[src/rtl/unified_mem_arbiter.sv]
// Arbitrates the single unified memory port between instruction fetch and data access.
// Data normally wins; a starvation counter forces a fetch grant after STARVE_MAX data grants.
module unified_mem_arbiter #(
  parameter int ADDR_W     = 32,
  parameter int DATA_W     = 32,
  parameter int STARVE_MAX = 4
) (
  input  logic              clk,
  input  logic              rst,
  input  logic              if_req,
  input  logic [ADDR_W-1:0] if_addr,
  output logic [DATA_W-1:0] if_rdata,
  output logic              if_valid,
  output logic              if_stall,
  input  logic              flush,
  input  logic              d_req,
  input  logic              d_we,
  input  logic [ADDR_W-1:0] d_addr,
  input  logic [DATA_W-1:0] d_wdata,
  output logic [DATA_W-1:0] d_rdata,
  output logic              d_valid,
  output logic              d_stall,
  output logic              mem_req,
  output logic              mem_we,
  output logic [ADDR_W-1:0] mem_addr,
  output logic [DATA_W-1:0] mem_wdata,
  input  logic [DATA_W-1:0] mem_rdata,
  input  logic              mem_ready
);

  typedef enum logic [1:0] {IDLE, IF_WAIT, D_WAIT, IF_DROP} state_t;

  localparam logic [3:0] LP_STARVE_MAX = 4'(STARVE_MAX);

  state_t            r_state;
  logic [3:0]        r_starve_cnt;
  logic              r_mem_req;
  logic              r_mem_we;
  logic [ADDR_W-1:0] r_mem_addr;
  logic [DATA_W-1:0] r_mem_wdata;
  logic [DATA_W-1:0] r_if_rdata;
  logic [DATA_W-1:0] r_d_rdata;
  logic              r_if_valid;
  logic              r_d_valid;

  logic w_if_elig;
  logic w_d_elig;
  logic w_grant_if;
  logic w_grant_d;

  // The valid masks stop a requester from being re-granted in the cycle its result returns.
  assign w_if_elig  = if_req && !flush && !r_if_valid;
  assign w_d_elig   = d_req && !r_d_valid;
  assign w_grant_if = w_if_elig && (!w_d_elig || (r_starve_cnt == LP_STARVE_MAX));
  assign w_grant_d  = w_d_elig && !w_grant_if;

  always_ff @(posedge clk or negedge rst) begin
    if (!rst) begin
      r_state      <= IDLE;
      r_starve_cnt <= '0;
      r_mem_req    <= 1'b0;
      r_mem_we     <= 1'b0;
      r_mem_addr   <= '0;
      r_mem_wdata  <= '0;
      r_if_rdata   <= '0;
      r_d_rdata    <= '0;
      r_if_valid   <= 1'b0;
      r_d_valid    <= 1'b0;
    end else begin
      r_if_valid <= 1'b0;
      r_d_valid  <= 1'b0;
      case (r_state)
        IDLE: begin
          if (!if_req) r_starve_cnt <= '0;
          if (w_grant_if) begin
            r_mem_req    <= 1'b1;
            r_mem_we     <= 1'b0;
            r_mem_addr   <= if_addr;
            r_starve_cnt <= '0;
            r_state      <= IF_WAIT;
          end else if (w_grant_d) begin
            r_mem_req   <= 1'b1;
            r_mem_we    <= d_we;
            r_mem_addr  <= d_addr;
            r_mem_wdata <= d_wdata;
            if (if_req && (r_starve_cnt != LP_STARVE_MAX))
              r_starve_cnt <= r_starve_cnt + 4'd1;
            r_state <= D_WAIT;
          end
        end
        // A flush that lands with mem_ready still completes the access but discards the word.
        IF_WAIT: begin
          if (mem_ready) begin
            r_mem_req <= 1'b0;
            r_state   <= IDLE;
            if (!flush) begin
              r_if_rdata <= mem_rdata;
              r_if_valid <= 1'b1;
            end
          end else if (flush) begin
            r_state <= IF_DROP;
          end
        end
        D_WAIT: begin
          if (mem_ready) begin
            r_mem_req <= 1'b0;
            r_d_valid <= 1'b1;
            if (!r_mem_we) r_d_rdata <= mem_rdata;
            r_state <= IDLE;
          end
        end
        IF_DROP: begin
          if (mem_ready) begin
            r_mem_req <= 1'b0;
            r_state   <= IDLE;
          end
        end
        default: r_state <= IDLE;
      endcase
    end
  end

  assign mem_req   = r_mem_req;
  assign mem_we    = r_mem_we;
  assign mem_addr  = r_mem_addr;
  assign mem_wdata = r_mem_wdata;
  assign if_rdata  = r_if_rdata;
  assign d_rdata   = r_d_rdata;
  assign if_valid  = r_if_valid;
  assign d_valid   = r_d_valid;
  assign if_stall  = if_req && !r_if_valid;
  assign d_stall   = d_req && !r_d_valid;

endmodule
[config.mk]
export PLATFORM = sky130hd
export DESIGN_NAME = unified_mem_arbiter
export DESIGN_NICKNAME = d
export VERILOG_FILES = /design/src/rtl/unified_mem_arbiter.sv
export SDC_FILE = /design/constraint.sdc
export NUM_CORES = 1
export LEC_CHECK = 0
export BUFFER_PORTS_ARGS = -buffer_cell sky130_fd_sc_hd__clkbuf_2
export CAP_MARGIN = 20
export CORE_UTILIZATION = 48
export CTS_BUF_LIST = sky130_fd_sc_hd__clkbuf_4
export DETAILED_ROUTE_END_ITERATION = 6
export HOLD_SLACK_MARGIN = 0.1
export PLACE_DENSITY_LB_ADDON = 0.2
export SYNTH_ARGS = -nofsm -noshare
export SYNTH_HDL_FRONTEND = slang
export SYNTH_SLANG_ARGS = --single-unit
[constraint.sdc]
create_clock -name clk -period 2.32 [get_ports clk]
set_input_delay 0.116 -clock clk [delete_from_list [all_inputs] [get_ports clk]]
set_output_delay 0.116 -clock clk [all_outputs]
set_load 0.01 [all_outputs]
After elaboration in Yosys (flattened, before gate mapping):

Index checks and enable logic that the tools add are counted.

* memories kept: 0
* bits in writable memories: 0
* bits in latches: 0
* bits in registers: 138
* input bits: 135
* output and inout bits: 134
* memory bits (read-only): 0
* logic and storage cells: 69

* multipliers: 0
* add/subtract/negate cells: 1
* multiplexer cells: 23
* div/mod/pow operators: 0
* shifts and indexed selects: 0
* equal/unequal tests: 9
* magnitude comparators: 0
* reduce and logical (&&, ||, !) cells: 23
* bitwise operators: 3

Operators by type and width (number)
* $mux 32: 2
* $mux 4: 4
* $reduce_and 3->1: 4
* $mux 1: 10
* $mux 2: 5
* $logic_and 1x1->1: 7
* $ne 3x3->1 const B: 2
* $pmux 2 s3: 1
* $logic_not 1->1: 5
* $add 4x1->4 const B: 1
* $eq 2x2->1 const B: 2
* $eq 4x3->1 const B: 1
* $ne 2x1->1 const B: 2
* $ne 4x3->1 const B: 1
* $reduce_and 2->1: 2
* $not 1->1: 3
* $reduce_or 3->1: 1
* $eq 2x1->1 const B: 1
* $logic_not 2->1: 1
* $pmux 1 s2: 1
* $reduce_bool 2->1: 1
* $reduce_or 2->1: 1
* $logic_or 1x1->1: 1

Logic depth before layout (Yosys ltp):

* depth after elaboration: 10
* depth in mapped cells: 9
* gate-level depth less buffers: 6

Worst setup path before layout:

Ideal clock, no wire load.

* path kind: reg2reg
* start: reg r_starve_cnt[0]
* end: reg r_mem_wdata[12], in the netlist mem_wdata[12]
* data required time: 2.195 ns
* stages on the path, launching flop included: 10
* setup time: 0.125 ns
* buffers on the path: 3
* data arrival time: 1.818 ns
* period minus slack after synthesis: 1.943 ns
* slack: 0.377 ns
* cell sequence: dfrtp_1 -> inv_1 -> ha_1 -> and3b_1 -> o21ai_1 -> buf_6 -> nor2b_4 -> buf_6 -> buf_6 -> mux2_4

* word-level cells in the longest chain between the ends: 6
* elaborated cells on any way between the ends: 7
* those cells by class: eq/ne: 1; bitwise: 1; reduce/logical: 5

Ends and longest elaborated chain
* start, declared: RTL line 36 `logic [3:0] r_starve_cnt;`
* start signal, assigned: RTL line 87 `r_starve_cnt <= r_starve_cnt + 4'd1;`
* $eq 4x3->1 (*): RTL line 54 `assign w_grant_if = w_if_elig && (!w_d_elig || (r_starve_cnt == LP_STARVE_MAX));`
* $logic_or 1x1->1 (*): RTL line 54
* $logic_and 1x1->1 (*): RTL line 54
* $logic_not 1->1: RTL line 55 `assign w_grant_d = w_d_elig && !w_grant_if;`
* $logic_and 1x1->1: RTL line 55
* $reduce_and 3->1 (no source line) (*)
* end signal, assigned: RTL line 85 `r_mem_wdata <= d_wdata;`
* end, declared: RTL line 40 `logic [DATA_W-1:0] r_mem_wdata;`

Every way passes the cells marked *; elsewhere a longest branch is shown, timed or not.
A chain may end at the register's enable or synchronous reset.

Worst setup path in the final report:

* start: reg r_starve_cnt[0]
* end: reg r_mem_addr[5], in the netlist mem_addr[5]

* word-level cells in the longest chain between the ends: 7
* elaborated cells on any way between the ends: 8
* those cells by class: eq/ne: 1; mux: 1; reduce/logical: 6

Ends and longest elaborated chain
* $eq 4x3->1 (*): RTL line 54
* $logic_or 1x1->1 (*): RTL line 54
* $logic_and 1x1->1 (*): RTL line 54
* $logic_not 1->1: RTL line 55
* $logic_and 1x1->1: RTL line 55
* $reduce_bool 2->1 (no source line)
* $reduce_and 2->1 (no source line)
* end signal, assigned: RTL line 78 `r_mem_addr <= if_addr;`
* end signal, assigned: RTL line 84 `r_mem_addr <= d_addr;`
* end, declared: RTL line 39 `logic [ADDR_W-1:0] r_mem_addr;`

Marks and branches as above.

==> flow_summary.json <==
{
  "outcome": "completed",
  "cts_buffers": 17,
  "fmax_mhz": 453.1,
  "p_leak_nw": 4.583,
  "drc_errors": 0,
  "async_reset_ff_share_pct": 100.0,
  "layout_common_cells": "clkbuf_2, dfrtp_1, dlygate4sd3_1",
  "worstPathArrival_ps": 2590,
  "ys_ff_latch": 138,
  "hold_violations": 0,
  "cp_slowest_cell": "buf_4",
  "fin_cells": 959,
  "setup_tns_ps": 0,
  "clock_sinks": 138,
  "r2r-start": "r_starve_cnt[0]",
  "cts_resized": 0,
  "vias": 4855,
  "cts_buffer_depth": 2,
  "startpoint_type": "flop",
  "postRouteAntennaNets": 0,
  "rsz0062_at_grt": "false",
  "io_pins": 269,
  "netlist_area_sq_um": 5673,
  "flow.area_growth_from_synthesis_pct": 55.07,
  "crit_start": "r_starve_cnt[0]",
  "post_cts_buffers": 0,
  "worstRegToRegCells": 7,
  "max_cap_violations": 0,
  "ff_latch_area_sq_um": 3453,
  "crit_end": "mem_addr[5]",
  "rr_endpoint": "mem_addr[5]",
  "gp_congestion": 0.8428,
  "drive_gt1_share_pct": 44.47,
  "min_path_type": "in -> async",
  "worstPathCellList": "inv_1, ha_1, and3b_1, o21ai_4, buf_4, mux2i_1, o21ai_1",
  "drt_wl_total_mm": 16.96,
  "ir_drop_v": 0.0008915,
  "dp.cells": 792,
  "maxSlewHeadroom_pct": 58.28,
  "die-area_sq_um": 12260,
  "chipWidth_microns": 110.7,
  "h-tree-depth": 4,
  "ys_seq_area_share_pct": 60.87,
  "clk_latency_ps": 550,
  "grt_max_degree": 67,
  "critPathMaxStageDelay_ps": 510,
  "tightest_slew_ps": 625.8,
  "antenna_found_initial": 0,
  "crit_fanout": 35,
  "wl_per_cell_microns": 17.69,
  "fin_crit_ps": 2207,
  "yosys_warnings": 0,
  "cts_root_buffer": "clkbuf_4",
  "finalCritPeriodShare_pct": 95.13,
  "nFillCells": 674,
  "path_depth": 7,
  "fp.dieH_microns": 110.7,
  "final_common_cell": "clkbuf_2",
  "multiInputGateArea_sq_um": 2078,
  "rrSetupSlack_ps": 110,
  "critical_path_class": "reg -> reg",
  "crit_family": "buffers and inverters",
  "coreArea_sq_um": 11470,
  "cp.required_ps": 2700,
  "hold_buffers": 134,
  "start_util_pct": 49.47,
  "viasPerCell": 5.063,
  "synth_cell_type_count": 33,
  "worst-path-buf-inv": 2,
  "grt_use_total_pct": 29.23,
  "final_nets": 939,
  "clk_pin_slew_ps": 120,
  "syn_area_per_cell_sq_um": 14.33,
  "rows": 39,
  "drtIter0Drc": 314,
  "slew_violations": 0,
  "worst_setup_path_end_kind": "flop",
  "dr.pass1.iters": 4,
  "powerDensity_nw_per_um2": 1143,
  "ys.flop_type": "dfrtp_1",
  "grt_pass1_vias": 5290,
  "grt_pass1_wl_mm": 27.66,
  "grt-ovfl-total": 0,
  "cts_tree": "yes",
  "synth_edf_count": 0,
  "finalSetupViolCount": 0,
  "synth_nets": 533,
  "synthCells": 396,
  "portBuffers": 268,
  "place_hpwl_mm": 9.734,
  "fin_skew_ps": 18.57
}
-- report_power, final --
| group | leakage, nW | internal, mW | total, mW | switching (mW) |
|---|---|---|---|---|
| clock network | 0.143 | 0.682 | 1.54 | 0.862 |
| logic | 2.77 | 2.10 | 4.24 | 2.14 |
| registers | 1.67 | 3.56 | 4.27 | 0.712 |
| total | 4.58 | 6.35 | 10.1 | 3.71 |
-- cells in the mapped netlist (2+ instances only) --
cell type,count,area (sq um)
buf_2,14,70.07
buf_6,5,56.30
clkbuf_1,4,15.01
dfrtp_1,138,3453
ha_1,2,25.02
inv_1,8,30.03
mux2_1,44,495.5
mux2_2,24,270.3
mux2_4,28,420.4
mux2i_1,34,340.3
nand2_1,35,131.4
nor2_1,2,7.510
nor2b_1,2,12.51
o21ai_0,5,25.02
o21ai_1,31,155.2
o22ai_1,3,18.77
-- sequential cells by signal, summed over array words and instances (netlist names) --
name,flops
mem_we,1
r_starve_cnt,4
mem_wdata,32
if_valid,1
mem_req,1
d_rdata,32
mem_addr,32
d_valid,1
r_state,2
if_rdata,32
-- how the worst min path moves through the flow --
stage | start | to | cells after the start
finish | rst | mem_wdata[23] | 2
global route | rst | mem_wdata[25] | 2
CTS | rst | mem_wdata[25] | 2
detailed placement | rst | mem_wdata[18] | 1
global placement | rst | mem_wdata[19] | 1
floorplan | rst | d_rdata[0] | 0
-- layout make-up --
type	instances	share of cell area [%]
Multi-Input combinational cell	227	23.62
Timing Repair Buffer	410	31.67
Antenna cell	2	0.05689
Clock buffer	22	1.877
Sequential cell	138	39.25
Inverter	8	0.3413
Clock inverter	9	1.138
Tap cell	143	2.034
-- metal layers --
layer / up-vias / routed length (microns) / GRT usage (%)
li1: 2199 / - / -
met1: 2370 / 6533 / 32.76
met2: 237 / 8625 / 49.77
met3: 49 / 1238 / 10.39
met4: 0 / 568 / 13.60
met5: - / 0 / 0
-- stage by stage --
step / power [mW] / setup WS, ps / instance area, sq um / hold WS, ps / util, %
3_5_place_dp: 8.219 / 264.1 / 7186 / 153.8 / 62.66
6_report: 10.06 / 113.0 / 8797 / 146.4 / 76.72
2_1_floorplan: 6.449 / 376.6 / 5673 / -179.6 / -
5_1_grt: 10.64 / 27.04 / 8792 / 146.7 / 76.67
4_1_cts: 9.930 / 211.5 / 8792 / 113.1 / 76.67
3_3_place_gp: 8.073 / 360.5 / 7186 / 147.1 / 62.66
-- cells by family after synthesis --
family,after synthesis,synth area share [%]
flip-flops,138,60.87
multiplexers,130,26.91
AND/OR/NAND/NOR,49,4.367
AO/OA/AOI/OAI,46,4.389
buffers and inverters,31,3.022
adder cells (fa/ha/maj),2,0.4410
(Power assumes the default switching activity.)
